--- src/rtl/ctrl_pkg.sv ---
// Shared encodings for the multi-cycle controller: state enum, instruction classes, ALU commands.
package ctrl_pkg;

  typedef enum logic [3:0] {
    FETCH    = 4'd0,
    DECODE   = 4'd1,
    MEMADR   = 4'd2,
    MEMREAD  = 4'd3,
    MEMWB    = 4'd4,
    MEMWRITE = 4'd5,
    EXECUTER = 4'd6,
    EXECUTEI = 4'd7,
    ALUWB    = 4'd8,
    BRANCH   = 4'd9
  } state_t;

  localparam logic [1:0] OP_DP  = 2'b00;
  localparam logic [1:0] OP_MEM = 2'b01;
  localparam logic [1:0] OP_BR  = 2'b10;
  localparam logic [1:0] OP_NOP = 2'b11;

  localparam logic [3:0] CMD_AND = 4'b0000;
  localparam logic [3:0] CMD_SUB = 4'b0010;
  localparam logic [3:0] CMD_ADD = 4'b0100;
  localparam logic [3:0] CMD_CMP = 4'b1010;
  localparam logic [3:0] CMD_ORR = 4'b1100;

  localparam logic [1:0] ALU_ADD = 2'b00;
  localparam logic [1:0] ALU_SUB = 2'b01;
  localparam logic [1:0] ALU_AND = 2'b10;
  localparam logic [1:0] ALU_ORR = 2'b11;

  function automatic logic is_arith(input logic [3:0] cmd);
    return (cmd == CMD_ADD) || (cmd == CMD_SUB) || (cmd == CMD_CMP);
  endfunction

endpackage

--- src/rtl/alu_decoder.sv ---
// Combinational ALU/flag decode for data-processing states; also suppresses write-back for CMP.
module alu_decoder
  import ctrl_pkg::*;
(
  input  state_t     state,
  input  logic [4:0] funct,
  input  logic       reg_w_in,
  output logic [1:0] alu_control,
  output logic [1:0] flag_w,
  output logic       reg_w
);

  logic [3:0] cmd;
  logic       s_bit;

  assign cmd   = funct[4:1];
  assign s_bit = funct[0];

  always_comb begin
    alu_control = ALU_ADD;
    flag_w      = 2'b00;
    reg_w       = reg_w_in;
    if (state == EXECUTER || state == EXECUTEI || state == ALUWB) begin
      case (cmd)
        CMD_ADD:          alu_control = ALU_ADD;
        CMD_SUB, CMD_CMP: alu_control = ALU_SUB;
        CMD_AND:          alu_control = ALU_AND;
        CMD_ORR:          alu_control = ALU_ORR;
        default:          alu_control = ALU_ADD;
      endcase
    end
    if (state == EXECUTER || state == EXECUTEI)
      flag_w = {s_bit, s_bit & is_arith(cmd)};
    // CMP only sets flags; its result is never written back
    if (state == ALUWB && cmd == CMD_CMP)
      reg_w = 1'b0;
  end

endmodule

--- src/rtl/control_fsm.sv ---
// Multi-cycle instruction sequencer with registered Moore outputs.
// Define CTRL_FSM_STATE_DBG_EN to expose the current state on state_dbg.
//
// state    | meaning
// FETCH    | read instruction, PC += 4
// DECODE   | read registers, precompute PC + 8
// MEMADR   | compute load/store address
// MEMREAD  | read data memory
// MEMWB    | write loaded data to register file
// MEMWRITE | write data memory
// EXECUTER | ALU op, register operand
// EXECUTEI | ALU op, immediate operand
// ALUWB    | write ALU result to register file
// BRANCH   | compute branch target, load PC
module control_fsm
  import ctrl_pkg::*;
(
  input  logic       clk,
  input  logic       rst,
  input  logic [1:0] op,
  input  logic [5:0] funct,
  input  logic [3:0] rd,
  output logic       pcs,
  output logic       reg_w,
  output logic       mem_w,
  output logic [1:0] flag_w,
  output logic       next_pc,
  output logic       ir_write,
  output logic       adr_src,
  output logic [1:0] alu_src_a,
  output logic [1:0] alu_src_b,
  output logic [1:0] result_src,
  output logic [1:0] alu_control
`ifdef CTRL_FSM_STATE_DBG_EN
  ,
  output logic [3:0] state_dbg
`endif
);

  state_t     state_q, state_d;
  logic       run_q;
  logic [3:0] rd_q, rd_d;

  logic       pcs_q, pcs_d, reg_w_q, mem_w_q, mem_w_d;
  logic       next_pc_q, next_pc_d, ir_write_q, ir_write_d, adr_src_q, adr_src_d;
  logic [1:0] flag_w_q, alu_control_q;
  logic [1:0] alu_src_a_q, alu_src_a_d, alu_src_b_q, alu_src_b_d;
  logic [1:0] result_src_q, result_src_d;
  logic       reg_w_base, reg_w_d;
  logic [1:0] flag_w_d, alu_control_d;

  // run_q holds the first cycle after reset in FETCH so FETCH outputs appear for a full cycle
  always_comb begin
    state_d = FETCH;
    if (run_q) begin
      case (state_q)
        FETCH:  state_d = DECODE;
        DECODE: begin
          case (op)
            OP_DP:   state_d = funct[5] ? EXECUTEI : EXECUTER;
            OP_MEM:  state_d = MEMADR;
            OP_BR:   state_d = BRANCH;
            OP_NOP:  state_d = FETCH;
            default: state_d = FETCH;
          endcase
        end
        MEMADR:             state_d = funct[0] ? MEMREAD : MEMWRITE;
        MEMREAD:            state_d = MEMWB;
        EXECUTER, EXECUTEI: state_d = ALUWB;
        default:            state_d = FETCH;
      endcase
    end
  end

  // rd is captured in DECODE so write-back states never depend on the bus after decode
  assign rd_d = (state_q == DECODE) ? rd : rd_q;

  always_comb begin
    next_pc_d    = 1'b0;
    ir_write_d   = 1'b0;
    adr_src_d    = 1'b0;
    mem_w_d      = 1'b0;
    reg_w_base   = 1'b0;
    alu_src_a_d  = 2'b00;
    alu_src_b_d  = 2'b00;
    result_src_d = 2'b00;
    case (state_d)
      FETCH: begin
        ir_write_d   = 1'b1;
        next_pc_d    = 1'b1;
        alu_src_a_d  = 2'b01;
        alu_src_b_d  = 2'b10;
        result_src_d = 2'b10;
      end
      DECODE: begin
        alu_src_a_d  = 2'b01;
        alu_src_b_d  = 2'b10;
        result_src_d = 2'b10;
      end
      MEMADR:   alu_src_b_d = 2'b01;
      MEMREAD:  adr_src_d   = 1'b1;
      MEMWB: begin
        result_src_d = 2'b01;
        reg_w_base   = 1'b1;
      end
      MEMWRITE: begin
        adr_src_d = 1'b1;
        mem_w_d   = 1'b1;
      end
      EXECUTEI: alu_src_b_d = 2'b01;
      ALUWB:    reg_w_base  = 1'b1;
      BRANCH: begin
        alu_src_b_d  = 2'b01;
        result_src_d = 2'b10;
      end
      default: ;
    endcase
  end

  alu_decoder u_alu_decoder (
    .state       (state_d),
    .funct       (funct[4:0]),
    .reg_w_in    (reg_w_base),
    .alu_control (alu_control_d),
    .flag_w      (flag_w_d),
    .reg_w       (reg_w_d)
  );

  assign pcs_d = (state_d == BRANCH) | (reg_w_d & (rd_d == 4'hF));

  always_ff @(posedge clk or negedge rst) begin
    if (!rst) begin
      state_q       <= FETCH;
      run_q         <= 1'b0;
      rd_q          <= 4'h0;
      pcs_q         <= 1'b0;
      reg_w_q       <= 1'b0;
      mem_w_q       <= 1'b0;
      flag_w_q      <= 2'b00;
      next_pc_q     <= 1'b0;
      ir_write_q    <= 1'b0;
      adr_src_q     <= 1'b0;
      alu_src_a_q   <= 2'b00;
      alu_src_b_q   <= 2'b00;
      result_src_q  <= 2'b00;
      alu_control_q <= 2'b00;
    end else begin
      state_q       <= state_d;
      run_q         <= 1'b1;
      rd_q          <= rd_d;
      pcs_q         <= pcs_d;
      reg_w_q       <= reg_w_d;
      mem_w_q       <= mem_w_d;
      flag_w_q      <= flag_w_d;
      next_pc_q     <= next_pc_d;
      ir_write_q    <= ir_write_d;
      adr_src_q     <= adr_src_d;
      alu_src_a_q   <= alu_src_a_d;
      alu_src_b_q   <= alu_src_b_d;
      result_src_q  <= result_src_d;
      alu_control_q <= alu_control_d;
    end
  end

  assign pcs         = pcs_q;
  assign reg_w       = reg_w_q;
  assign mem_w       = mem_w_q;
  assign flag_w      = flag_w_q;
  assign next_pc     = next_pc_q;
  assign ir_write    = ir_write_q;
  assign adr_src     = adr_src_q;
  assign alu_src_a   = alu_src_a_q;
  assign alu_src_b   = alu_src_b_q;
  assign result_src  = result_src_q;
  assign alu_control = alu_control_q;

`ifdef CTRL_FSM_STATE_DBG_EN
  assign state_dbg = state_q;
`endif

endmodule

--- config.mk ---
export PLATFORM = sky130hd
export DESIGN_NAME = control_fsm
export DESIGN_NICKNAME = d
export VERILOG_FILES = /design/src/rtl/ctrl_pkg.sv /design/src/rtl/alu_decoder.sv /design/src/rtl/control_fsm.sv
export SDC_FILE = /design/constraint.sdc
export NUM_CORES = 1
export LEC_CHECK = 0
export ABC_AREA = 1
export BUFFER_PORTS_ARGS = -buffer_cell sky130_fd_sc_hd__buf_2
export CORE_UTILIZATION = 45
export DETAILED_ROUTE_END_ITERATION = 6
export PLACE_DENSITY = 0.8
export SLEW_MARGIN = 20
export SYNTH_ARGS = -nofsm -noshare
export SYNTH_HDL_FRONTEND = slang
export SYNTH_HIERARCHICAL = 1
export SYNTH_SLANG_ARGS = --single-unit
--- constraint.sdc ---
create_clock -name clk -period 1.5 [get_ports clk]
set_input_delay 0.075 -clock clk [delete_from_list [all_inputs] [get_ports clk]]
set_output_delay 0.075 -clock clk [all_outputs]
set_load 0.05 [all_outputs]
==> run_results.csv <==
group,metric,value,unit
yosys,synth_cell_types,18,
global_route,grt_max_degree,23,
routing,wirelength,2400,um
clock_tree,clk_pin_slew,0.11,ns
job,maxCapViolations,0,
finish,final_cells,218,
clock_tree,numCtsBuffers,3,
sta,hold_viol,0,
floorplan,die_w,50.8,um
global_route,grt_pass1_wl,3590,um
setup_path,cp-end-kind,"flop",
floorplan,die_h,50.8,um
yosys,synthCells,135,
finish,area_growth,42.9,%
power,p_per_area,920,nW/um2
sta,layout_min_cycle_time,1.73,ns
setup_path,r2r-start,"state_q[2]",
setup_path,crit_arrival,1.98,ns
hold_path,hold_path_class,"input pin to flop",
setup_path,cp-startpoint,"state_q[2]",
setup_path,critical_path_class,"flop to flop",
global_route,antenna_found_initial,0,
routing,drtIter0Drc,9,
hold_path,min_from,"rd[2]",
placed_design,placed_cells,202,
sta,finalSetupViolCount,11,
clock_tree,cts_sinks,22,
sta,fmax,579,MHz
floorplan,dieArea,2580,um2
clock_tree,clock_path_buffers,2,
clock_tree,insertion_delay,0.31,ns
placed_design,dp_hpwl,1590,um
setup_path,cp.required,1.75,ns
floorplan,rows,17,
yosys,synth_area,1070,um2
clock_tree,clockRootBuffer,"clkbuf_4",
clock_tree,htreeDepth,1,
yosys,synth_area_leaders,"dfrtp_1 51%, nand2_1 9.5%, inv_1 8.4%",
finish,drive_above_1_share,47.4,%
yosys,ys_seq_area_share,51.3,%
finish,final_cell_mix,"28 x buf_2, 22 x nand2_1, 21 x dfrtp_1",
yosys,syn_avg_cell_area,7.94,um2
outcome,status,"finished with violations",
routing,avgViaCountPerCell,4.77,
routing,vias,1039,
sta,worst_slack,-0.228,ns
sta,post-route-period-util,115,%
yosys,synth_top_cell_by_area,"dfrtp_1",
yosys,synth_warnings,6,
setup_path,critPathMaxFanout,6,
global_route,grt_usage,18.9,%
power,total_power,1.41,mW
routing,antenna_left,0,
floorplan,ios,30,
finish,layout_commonest_cell,"buf_2",
routing,drt_pass1_iterations,4,
finish,final_nets,206,
sta,rsz0062_at_grt,"true",
yosys,synth.ff_latch_count,22,
global_route,grt_pass1_vias,942,
placed_design,gp_congestion,0.746,
sta,drv_slew,0,
power,worst_ir_drop_vdd,614,uV
routing,drc,0,
clock_tree,cts_tree,"yes",
placed_design,port_buffers,28,
global_route,grt.overflow.total,0,
power,p_leak,0.890,nW
setup_path,start_kind,"flop",
floorplan,coreArea,2230,um2
floorplan,initial_core_util,48.0,%
yosys,synth_top_area_share,51.3,%
finish,n_antenna_cell,0,
sta,finClkSkew,0.00584,ns
routing,wl_per_cell,11.0,um
outcome,violations,"setup timing",
yosys,syn-num-nets,149,
[state kept, by name (all words and copies together), names as in the netlist]
name	cells
rd_q	4
pcs	1
alu_control	2
run_q	1
ir_write	1
state_q	4
result_src	2
alu_src_b	2
adr_src	1
flag_w	2
mem_w	1
reg_w	1
[cells by family (layout without fill, tap and decap cells)]
family	count (synthesis)	after routing	synth area share [%]
compound gates	8	8	4.08
flops	22	22	51.3
simple gates	73	73	32.3
other cells	2	2	0.700
buf+inv	30	85	11.6
[synthesized netlist by cell type]
master     n
nor2_2     3
nand2_4    2
o21ai_1    3
o21ai_2    1
nand3b_1   1
a21oi_1    1
nand3_1    7
nand4_1    5
buf_4      3
inv_1     24
nand2_2    7
o21ai_0    3
nor2_4     1
inv_2      3
conb_1     2
nor2_1    20
dfrtp_1   22
nand2_1   27
[power breakdown]
group          internal [mW]  total [mW]  switching [mW]
clock                 0.0940       0.262           0.168
sequential             0.651       0.678          0.0271
combinational          0.169       0.470           0.301
[per-layer routing]
metal | track usage, % | up-vias | part of all wire [%]
met1 | 20.3 | 484 | 39
met2 | 36.2 | 31 | 52
met5 | 0 | - | 0
li1 | - | 511 | -
met4 | 8.33 | 0 | 4.5
met3 | 2.98 | 13 | 4.1
[what timing repair did]
action                                 4_1_cts  5_1_grt
pin swaps                                   13       12
resized for setup                           11       14
hold buffers                                 2        0
setup endpoints to repair                    4        9
endpoints found under the hold margin       23        0
setup buffers                               12        6
gates cloned                                 0        0
[critical path, stage by stage, from the launching register on]
cell and delay, ns:
dfrtp_1 0.46, nor2_4 0.21, nand4_1 0.15, nand2_2 0.16, nand2_4 0.08, inv_2 0.08
nor2_1 0.05, nand2_1 0.09, nor2_2 0.05, nor2_2 0.09, inv_1 0.05, nor2_1 0.07
nand3_1 0.06, nand2_1 0.06
[worst paths after layout]
kind                               to  slack, ns  cells past startpoint
max                               pcs      -0.23                     13
min                           rd_q[2]       0.03                      3
max reg2reg                       pcs      -0.23                     13
min reg2reg                   rd_q[3]       0.50                      2
max in group asynchronous  state_q[1]       0.92                      2
min in group asynchronous     rd_q[0]       0.25                      2
[final cells by class]
cell class                      instances  area (um2)
Tap cell                               28        35.0
Sequential cell                        22         552
Fill cell                             187         701
Inverter                               27         101
Timing Repair Buffer                   55         370
Multi-Input combinational cell         83         452
Clock buffer                            3        22.5
[through the flow]
stage | hold WS, ns | area, um2 | setup slack (ns) | util, % | setup TNS [ns]
finish | 0.0255 | 1530 | -0.228 | 68.6 | -0.976
global route | 0.0303 | 1530 | -0.366 | 68.6 | -2.00
CTS | 0.0275 | 1470 | -0.137 | 66.0 | -0.392
detailed placement | 0.0506 | 1330 | -0.159 | 59.6 | -0.159
global placement | 0.0466 | 1330 | -0.0373 | 59.6 | -0.0373
floorplan | -0.221 | 1070 | 0.00194 | - | 0
Power figures use the tool's default switching activity.
